===== config.mk =====
export PLATFORM = sky130hd
export DESIGN_NAME = keypad_digit_shifter
export DESIGN_NICKNAME = d
export VERILOG_FILES = /design/src/rtl/keypad_pkg.sv /design/src/rtl/keypad_decode.sv /design/src/rtl/keypad_digit_shifter.sv
export SDC_FILE = /design/constraint.sdc
export NUM_CORES = 1
export LEC_CHECK = 0
export CORE_ASPECT_RATIO = 2
export CORE_UTILIZATION = 59
export CTS_CLUSTER_SIZE = 14
export DETAILED_ROUTE_END_ITERATION = 16
export PLACE_DENSITY = 0.84
export SYNTH_ARGS = -nofsm -noshare
export SYNTH_HDL_FRONTEND = slang
export SYNTH_HIERARCHICAL = 1
export SYNTH_SLANG_ARGS = --single-unit

===== constraint.sdc =====
create_clock -name clk -period 5.2 [get_ports clk]
set_clock_uncertainty 0.2 [all_clocks]
set_input_delay 1.04 -clock clk [delete_from_list [all_inputs] [get_ports clk]]
set_output_delay 1.04 -clock clk [all_outputs]
set_load 0.005 [all_outputs]

===== src/rtl/keypad_pkg.sv =====
// Shared types and constants for the keypad digit entry path.
package keypad_pkg;

  typedef logic [3:0] key_code_t;

  typedef enum logic [1:0] {
    IDLE    = 2'd0,
    PRESS   = 2'd1,
    RELEASE = 2'd2
  } state_e;

  typedef struct packed {
    logic      legal;
    key_code_t code;
  } key_dec_t;

  localparam key_code_t KEY_BKSP = 4'hE;
  localparam key_code_t KEY_CLR  = 4'hF;

  // Keypad legend indexed by {row index, col index}.
  function automatic key_code_t key_lookup(input logic [1:0] r, input logic [1:0] c);
    key_code_t k;
    case ({r, c})
      4'b00_00: k = 4'h1;
      4'b00_01: k = 4'h2;
      4'b00_10: k = 4'h3;
      4'b00_11: k = 4'hA;
      4'b01_00: k = 4'h4;
      4'b01_01: k = 4'h5;
      4'b01_10: k = 4'h6;
      4'b01_11: k = 4'hB;
      4'b10_00: k = 4'h7;
      4'b10_01: k = 4'h8;
      4'b10_10: k = 4'h9;
      4'b10_11: k = 4'hC;
      4'b11_00: k = 4'hE;
      4'b11_01: k = 4'h0;
      4'b11_10: k = 4'hF;
      default:  k = 4'hD;
    endcase
    return k;
  endfunction

endpackage


===== src/rtl/keypad_decode.sv =====
// Combinational one-hot row/col to key code decoder with legality flag.
module keypad_decode
  import keypad_pkg::*;
(
  input  logic [3:0] row_i,
  input  logic [3:0] col_i,
  output key_dec_t   dec_c
);

  function automatic logic [1:0] oh_idx(input logic [3:0] v);
    logic [1:0] idx;
    case (v)
      4'b0010: idx = 2'd1;
      4'b0100: idx = 2'd2;
      4'b1000: idx = 2'd3;
      default: idx = 2'd0;
    endcase
    return idx;
  endfunction

  always_comb begin
    dec_c.legal = $onehot(row_i) && $onehot(col_i);
    dec_c.code  = key_lookup(oh_idx(row_i), oh_idx(col_i));
  end

endmodule


===== src/rtl/keypad_digit_shifter.sv =====
// Debounced keypad entry into an N-digit hex history register.
// Define KEYPAD_EDIT_EN to turn E/F into backspace/clear instead of digits.
module keypad_digit_shifter
  import keypad_pkg::*;
#(
  parameter int unsigned NUM_DIGITS      = 2,
  parameter int unsigned DEBOUNCE_CYCLES = 4
) (
  input  logic                               clk,
  input  logic                               rst_n,
  input  logic [3:0]                         row,
  input  logic [3:0]                         col,
  input  logic                               en,
  output logic [4*NUM_DIGITS-1:0]            digits,
  output logic [$clog2(NUM_DIGITS+1)-1:0]    count,
  output logic                               key_stb,
  output logic                               bad_key
);

  localparam int unsigned DW  = 4 * NUM_DIGITS;
  localparam int unsigned CW  = $clog2(NUM_DIGITS + 1);
  localparam int unsigned DCW = $clog2(DEBOUNCE_CYCLES + 1);

  localparam logic [DCW-1:0] CNT_LAST = DCW'(DEBOUNCE_CYCLES - 1);
  localparam logic [CW-1:0]  CNT_MAX  = CW'(NUM_DIGITS);

  state_e          state_q, state_d;
  logic [DCW-1:0]  cnt_q, cnt_d;
  logic [7:0]      rc_q, rc_d;
  key_code_t       code_q, code_d;
  logic [DW-1:0]   digits_q, digits_d;
  logic [CW-1:0]   count_q, count_d;
  logic            key_stb_q, key_stb_d;
  logic            bad_key_q, bad_key_d;
  logic            commit;
  logic [DW-1:0]   shifted;
  logic [CW-1:0]   count_inc;
  key_dec_t        dec;

  keypad_decode u_decode (
    .row_i (row),
    .col_i (col),
    .dec_c (dec)
  );

  assign shifted   = (digits_q << 4) | DW'(code_q);
  assign count_inc = (count_q == CNT_MAX) ? count_q : count_q + CW'(1);

  // Next-state: debounce FSM, then the commit action on the captured code.
  always_comb begin
    state_d   = state_q;
    cnt_d     = cnt_q;
    rc_d      = rc_q;
    code_d    = code_q;
    digits_d  = digits_q;
    count_d   = count_q;
    key_stb_d = 1'b0;
    bad_key_d = 1'b0;
    commit    = 1'b0;

    case (state_q)
      IDLE: begin
        if (en) begin
          cnt_d = '0;
          if (dec.legal) begin
            rc_d    = {row, col};
            code_d  = dec.code;
            state_d = PRESS;
          end else begin
            bad_key_d = 1'b1;
            state_d   = RELEASE;
          end
        end
      end
      PRESS: begin
        if (!en || ({row, col} != rc_q)) begin
          state_d = IDLE;
        end else if (cnt_q == CNT_LAST) begin
          commit  = 1'b1;
          cnt_d   = '0;
          state_d = RELEASE;
        end else begin
          cnt_d = cnt_q + DCW'(1);
        end
      end
      RELEASE: begin
        if (en) begin
          cnt_d = '0;
        end else if (cnt_q == CNT_LAST) begin
          cnt_d   = '0;
          state_d = IDLE;
        end else begin
          cnt_d = cnt_q + DCW'(1);
        end
      end
      default: begin
        state_d = IDLE;
        cnt_d   = '0;
      end
    endcase

    if (commit) begin
      key_stb_d = 1'b1;
`ifdef KEYPAD_EDIT_EN
      if (code_q == KEY_BKSP) begin
        digits_d = digits_q >> 4;
        count_d  = (count_q == '0) ? '0 : count_q - CW'(1);
      end else if (code_q == KEY_CLR) begin
        digits_d = '0;
        count_d  = '0;
      end else begin
        digits_d = shifted;
        count_d  = count_inc;
      end
`else
      digits_d = shifted;
      count_d  = count_inc;
`endif
    end
  end

  always_ff @(posedge clk or negedge rst_n) begin
    if (!rst_n) begin
      state_q   <= IDLE;
      cnt_q     <= '0;
      rc_q      <= '0;
      code_q    <= '0;
      digits_q  <= '0;
      count_q   <= '0;
      key_stb_q <= 1'b0;
      bad_key_q <= 1'b0;
    end else begin
      state_q   <= state_d;
      cnt_q     <= cnt_d;
      rc_q      <= rc_d;
      code_q    <= code_d;
      digits_q  <= digits_d;
      count_q   <= count_d;
      key_stb_q <= key_stb_d;
      bad_key_q <= bad_key_d;
    end
  end

  assign digits  = digits_q;
  assign count   = count_q;
  assign key_stb = key_stb_q;
  assign bad_key = bad_key_q;

endmodule


==> out/results.ini, run 1 <==
[layout]
layout_commonest_cell=dfrtp_1
layout.nets=213
final_cell_area_mm2=0.002148
fillers=198
layout-drive-gt1-share_pct=21.31
most-common-layout-cells=dfrtp_1, mux2_2, clkdlybuf4s50_1
antennaDiodeCount=0
syn_to_final_growth_pct=21.26

[detailed_routing]
drtIter0Drc=26
drtAntennaViolNets=0
wl_per_cell_um=15.80
dr.pass1.iters=4
routed_wl_um=3350
drcViolationCount=0
viasPerCell=5.755
num_vias=1220

[clocking]
worstSkewPairLatency_ns=0.28
clockBufferDepth=2
cts_hold_buf=0
cts_buffers=5
cts_root_buf=clkbuf_8
clock_sinks=29
cts_tree=built
h-tree-depth=2
post-cts-setup-buffers=0
cts.clk_slew.worst_paths_ns=0.06
cts_resized=0

[global_route]
grt_max_degree=30
antenna_found_initial=0
grt_pass1_vias=1292
grt_usage_pct=25.67
grt.overflow.total=0
grt_pass1_wl_um=5658

[logic_synthesis]
netlist_area_mm2=0.001772
yosysWarnings=6
mappedNetlistNets=184
seq_area_frac_synth_pct=40.96
syn_area_per_cell_um2=11.58
synth_top_family_by_area=multiplexers
syn_inst=153
synth_mux_area_share_pct=17.58
synthAdderAreaFrac_pct=14.97
synth-xor-area-share_pct=5.862
synth_cell_types=37
synth_compound_area_share_pct=6.285
ys_seq_elements=29
yosys.area_share.simple_pct=9.887

[die]
io_pins=23
placeableCoreArea_mm2=0.002804
rows=27
die_x_um=40.75
die_h_um=79.50
start_util_pct=63.19
die_area_mm2=0.003239

[placement]
dpl_cell_area_mm2=0.002032
dp_hpwl_um=2583
gp_congestion=0.7625
port_buffers=22

[timing]
finalCritPeriodShare_pct=80.10
fin_setup_tns_ns=0
worst_slew_pin_slew_ns=0.5002
final_max_slew_viol_count=0
max_freq_ghz=0.2401
setup_viol=0
hold_viol=0
rsz0062_at_grt=false
slew_headroom_pct=66.57
period_needed_ns=4.165

[power_and_ir_drop]
pwr-share-comb_pct=25.7
internal_power_uw=526.7
seqPwrFrac_pct=41.6
leakage_uw=0.001105
pwr-share-clk_pct=32.7
ir_worst_vdd_mv=0.2127
p_per_area_mw_per_mm2=339.8
power_uw=729.9
switching_share_pct=27.83
power_switching_uw=203.2

[critical_path]
cp.required_ns=5.16
cpPeakStageDelay_ns=0.61
worstSetupPathType=input pin to register
crit_start=row[3]
cp_data_arrival_time_ns=4.12
path_depth=11
rr_endpoint=digits[1]
crit_path_top_delay_cell=clkdlybuf4s50_1
critical_path.top_delay_family=adder cells
crit_chain=clkdlybuf4s50_1 > inv_1 > fa_1 > inv_1 > ha_1 > ha_1 > nor4_1 > and3_1 > and2_1 > nand2_1 > mux2_2
end_kind=register
endpoint=code_q[2]
r2r_cells=5
r2r_slack_ns=3.07
cp_max_fo=12
startpoint_type=input pin
reg2reg_from=rc_q[4]
cp_num_buf_inv=3

[job]
cap_violations=0

[run_status]
status=complete, no violations

[worst_hold_path]
hold_path_class=register to register

-- flip-flops by register name, summed over array words and instances (netlist names) --
signal	cells
state_q	2
code_q	4
cnt_q	3
count	2
bad_key	1
digits	8
rc_q	8
key_stb	1
-- per-layer routing --
metal | track usage (%) | part of all wire, % | routed length, um | vias up
met1 | 25.51 | 36 | 1221 | 612
met4 | 13.00 | 2.9 | 98 | 0
met5 | 0 | 0 | 0 | -
li1 | - | - | - | 578
met2 | 45.71 | 58 | 1959 | 20
met3 | 4.457 | 2.1 | 70 | 10
-- cell usage after synthesis --
cell,instances,area [um^2]
nor2_1,6,22.52
o21ai_0,1,5.000
a2111oi_0,1,8.760
ha_1,18,225.2
o31ai_1,2,15.01
o21a_1,1,7.510
dfrtp_1,29,725.7
nand4_1,2,12.51
a211oi_1,1,7.510
or2_1,1,6.260
xor2_2,1,16.27
or3b_4,1,11.26
mux2_2,23,259.0
nand2_2,1,6.260
nor4_1,1,6.260
a21bo_2,1,10.01
nor3_1,2,10.01
mux2i_1,3,30.03
nand2_1,4,15.01
nand2b_1,1,6.260
nor2_2,1,6.260
fa_1,2,40.04
clkbuf_1,1,3.750
o2111a_1,1,11.26
xor2_1,9,78.83
nor4_2,1,12.51
nand3_1,3,15.01
nor3b_1,1,7.510
a21boi_0,3,22.52
and2_1,1,6.260
nor2b_1,2,12.51
o21a_2,1,8.760
mux4_2,1,22.52
a21o_1,2,15.01
xnor2_1,1,8.760
inv_1,20,75.07
and3_1,3,18.77
-- cells by family (layout without fill, tap and decap cells) --
logic type / Yosys count / count (layout)
muxes: 27 / 27
and+or+nand+nor: 31 / 31
xor gates and xnor gates: 11 / 11
AOI/OAI and AO/OA: 14 / 14
buffers and inverters: 21 / 51
adders and majority gates: 20 / 20
DFF: 29 / 29
-- how the worst min path moves through the flow --
stage,start,end,slack [ns],depth (start not counted)
after detailed placement,cnt_q[2],cnt_q[2],0.28,1
final,cnt_q[2],cnt_q[2],0.29,1
after global routing,cnt_q[2],cnt_q[2],0.31,1
after floorplan,cnt_q[2],cnt_q[2],0.26,1
after global placement,cnt_q[2],cnt_q[2],0.27,1
after CTS,cnt_q[2],cnt_q[2],0.29,1
-- power groups by stage --
| stage | registers [uW] | clock network, uW | logic (uW) |
|---|---|---|---|
| final | 303 | 239 | 188 |
| after global routing | 310 | 250 | 214 |
| after CTS | 303 | 243 | 190 |
| after detailed placement | 307 | 0 | 187 |
| after global placement | 304 | 0 | 177 |
| after floorplan | 299 | 0 | 135 |
-- cell type report --
type | instances | area [um^2] | area share [%]
inverter | 20 | 75.07 | 3.494
timing repair buffer | 23 | 227.7 | 10.60
tap | 29 | 36.28 | 1.689
multi-input combinational | 103 | 967.2 | 45.02
clock inverter | 1 | 30.03 | 1.398
clock buffer | 7 | 86.33 | 4.019
sequential | 29 | 725.7 | 33.78
-- stage by stage --
stage / setup slack (ns) / cells / util (%) / hold WS [ns]
after floorplan: 1.625 / 153 / - / 0.2581
after global placement: 0.9034 / 204 / 72.47 / 0.2743
after detailed placement: 0.7855 / 204 / 72.47 / 0.2758
after CTS: 1.027 / 212 / 76.62 / 0.2900
after global routing: 0.8630 / 212 / 76.62 / 0.3085
final: 1.035 / 212 / 76.62 / 0.2918
Power figures use the tool's default switching activity.
==> inputs of run 2 (changes only) <==
--- a/config.mk
+++ b/config.mk
@@ -6,10 +6,10 @@
 export NUM_CORES = 1
 export LEC_CHECK = 0
 export CORE_ASPECT_RATIO = 2
-export CORE_UTILIZATION = 59
+export CORE_UTILIZATION = 49
 export CTS_CLUSTER_SIZE = 14
 export DETAILED_ROUTE_END_ITERATION = 16
-export PLACE_DENSITY = 0.84
+export PLACE_DENSITY = 0.75
 export SYNTH_ARGS = -nofsm -noshare
 export SYNTH_HDL_FRONTEND = slang
 export SYNTH_HIERARCHICAL = 1
==> constraint.sdc (replaced) <==
create_clock -name clk -period 3.7 [get_ports clk]
set_clock_uncertainty 0.2 [all_clocks]
set_input_delay 0.74 -clock clk [delete_from_list [all_inputs] [get_ports clk]]
set_output_delay 0.74 -clock clk [all_outputs]
set_load 0.005 [all_outputs]
==> out/results.ini, run 2 (synthesized netlist as in run 1, its figures left out) <==
[placement]
dpl_cell_area_mm2=0.002151
port_buffers=22
dp_hpwl_um=2779
gp_congestion=0.7995

[power_and_ir_drop]
ir_worst_vdd_mv=0.2505
p_per_area_mw_per_mm2=457.6
leakage_uw=0.001164

[layout]
most-common-layout-cells=dfrtp_1, mux2_2, clkdlybuf4s50_1
syn_to_final_growth_pct=27.97
layout_commonest_cell=dfrtp_1
layout.nets=224
fillers=279
final_cell_area_mm2=0.002267
antennaDiodeCount=0
layout-drive-gt1-share_pct=25.77

[critical_path]
worstSetupPathType=input pin to register
cp_data_arrival_time_ns=3.46
r2r_cells=5
cp_max_fo=12
startpoint_type=input pin
end_kind=register
cp.required_ns=3.66

[timing]
hold_viol=0
slew_headroom_pct=74.46
setup_viol=0
fin_hold_ws_ns=0.2975
fin_setup_tns_ns=0
max_freq_ghz=0.2865
finalCritPeriodShare_pct=94.33
rsz0062_at_grt=false
worst_slew_pin_slew_ns=0.3734
period_needed_ns=3.490
final_max_slew_viol_count=0

[die]
die_area_mm2=0.003875
placeableCoreArea_mm2=0.003416
die_x_um=44.52
start_util_pct=51.87
io_pins=23
rows=30
die_h_um=87.04

[clocking]
cts_resized=0
cts_tree=built
clockBufferDepth=2
worstSkewPairLatency_ns=0.28
h-tree-depth=2
cts_root_buf=clkbuf_8
cts_hold_buf=0
clock_sinks=29
post-cts-setup-buffers=0
cts.clk_slew.worst_paths_ns=0.06
cts_buffers=5

[global_route]
grt_usage_pct=21.13
grt_pass1_vias=1302
grt_pass1_wl_um=5913
grt_max_degree=30
antenna_found_initial=0
grt.overflow.total=0

[worst_hold_path]
hold_depth=1
hold_path_class=register to register

[detailed_routing]
drtIter0Drc=13
routed_wl_um=3529
dr.pass1.iters=4
drtAntennaViolNets=0
viasPerCell=5.099
drcViolationCount=0
num_vias=1234
wl_per_cell_um=14.58

[run_status]
status=complete, no violations

[job]
cap_violations=0

==> run 2: report_power, final <==
part / switching (uW) / internal, uW / leakage [uW]
Clock: 119 / 219 / 0.0000585
Sequential: 40.0 / 385 / 0.000387
Combinational: 130 / 144 / 0.000719
==> run 2: area by class of cell <==
| type | instances | area [um^2] | share of cell area (%) |
|---|---|---|---|
| clock inverter | 1 | 30.03 | 1.325 |
| tap | 48 | 60.06 | 2.649 |
| sequential | 29 | 725.7 | 32.01 |
| inverter | 20 | 75.07 | 3.311 |
| multi-input combinational | 103 | 967.2 | 42.66 |
| clock buffer | 7 | 86.33 | 3.808 |
| timing repair buffer | 34 | 322.8 | 14.24 |
==> run 2: worst max-delay path: stages <==
cell,delay (ns)
clkdlybuf4s50_1,0.47
inv_1,0.08
fa_1,0.54
inv_1,0.04
ha_1,0.18
ha_1,0.27
nor4_1,0.26
and3_1,0.20
and2_1,0.14
nand2_1,0.10
buf_12,0.16
mux2_2,0.27
==> run 2: path summary, 6_finish.rpt <==
path | startpoint | slack, ns | end
max | row[0] | 0.21 | code_q[2]
min | cnt_q[2] | 0.30 | cnt_q[2]
max reg2reg | rc_q[4] | 1.54 | state_q[0]
min reg2reg | cnt_q[2] | 0.30 | cnt_q[2]
max in group asynchronous | rst_n | 2.39 | count[0]
min in group asynchronous | rst_n | 0.64 | state_q[1]
==> run 2: per-layer routing <==
metal | vias to the layer above | part of all wire [%] | track usage [%]
met5 | - | 0 | 0
met4 | 0 | 2.0 | 8.540
met3 | 7 | 2.6 | 4.564
met2 | 19 | 59 | 39.57
met1 | 613 | 36 | 21.32
li1 | 595 | - | -
==> run 2: per-stage QoR <==
| stage | utilization (%) | std cells | total power [uW] | worst slack (ns) |
|---|---|---|---|---|
| 2_1_floorplan | - | 153 | 611.2 | 0.4250 |
| 3_3_place_gp | 62.97 | 234 | 685.8 | 0.03697 |
| 3_5_place_dp | 62.97 | 234 | 702.9 | -0.1183 |
| 4_1_cts | 66.37 | 242 | 1045 | 0.1878 |
| 5_1_grt | 66.37 | 242 | 1096 | 0.08775 |
| 6_report | 66.37 | 242 | 1037 | 0.2098 |
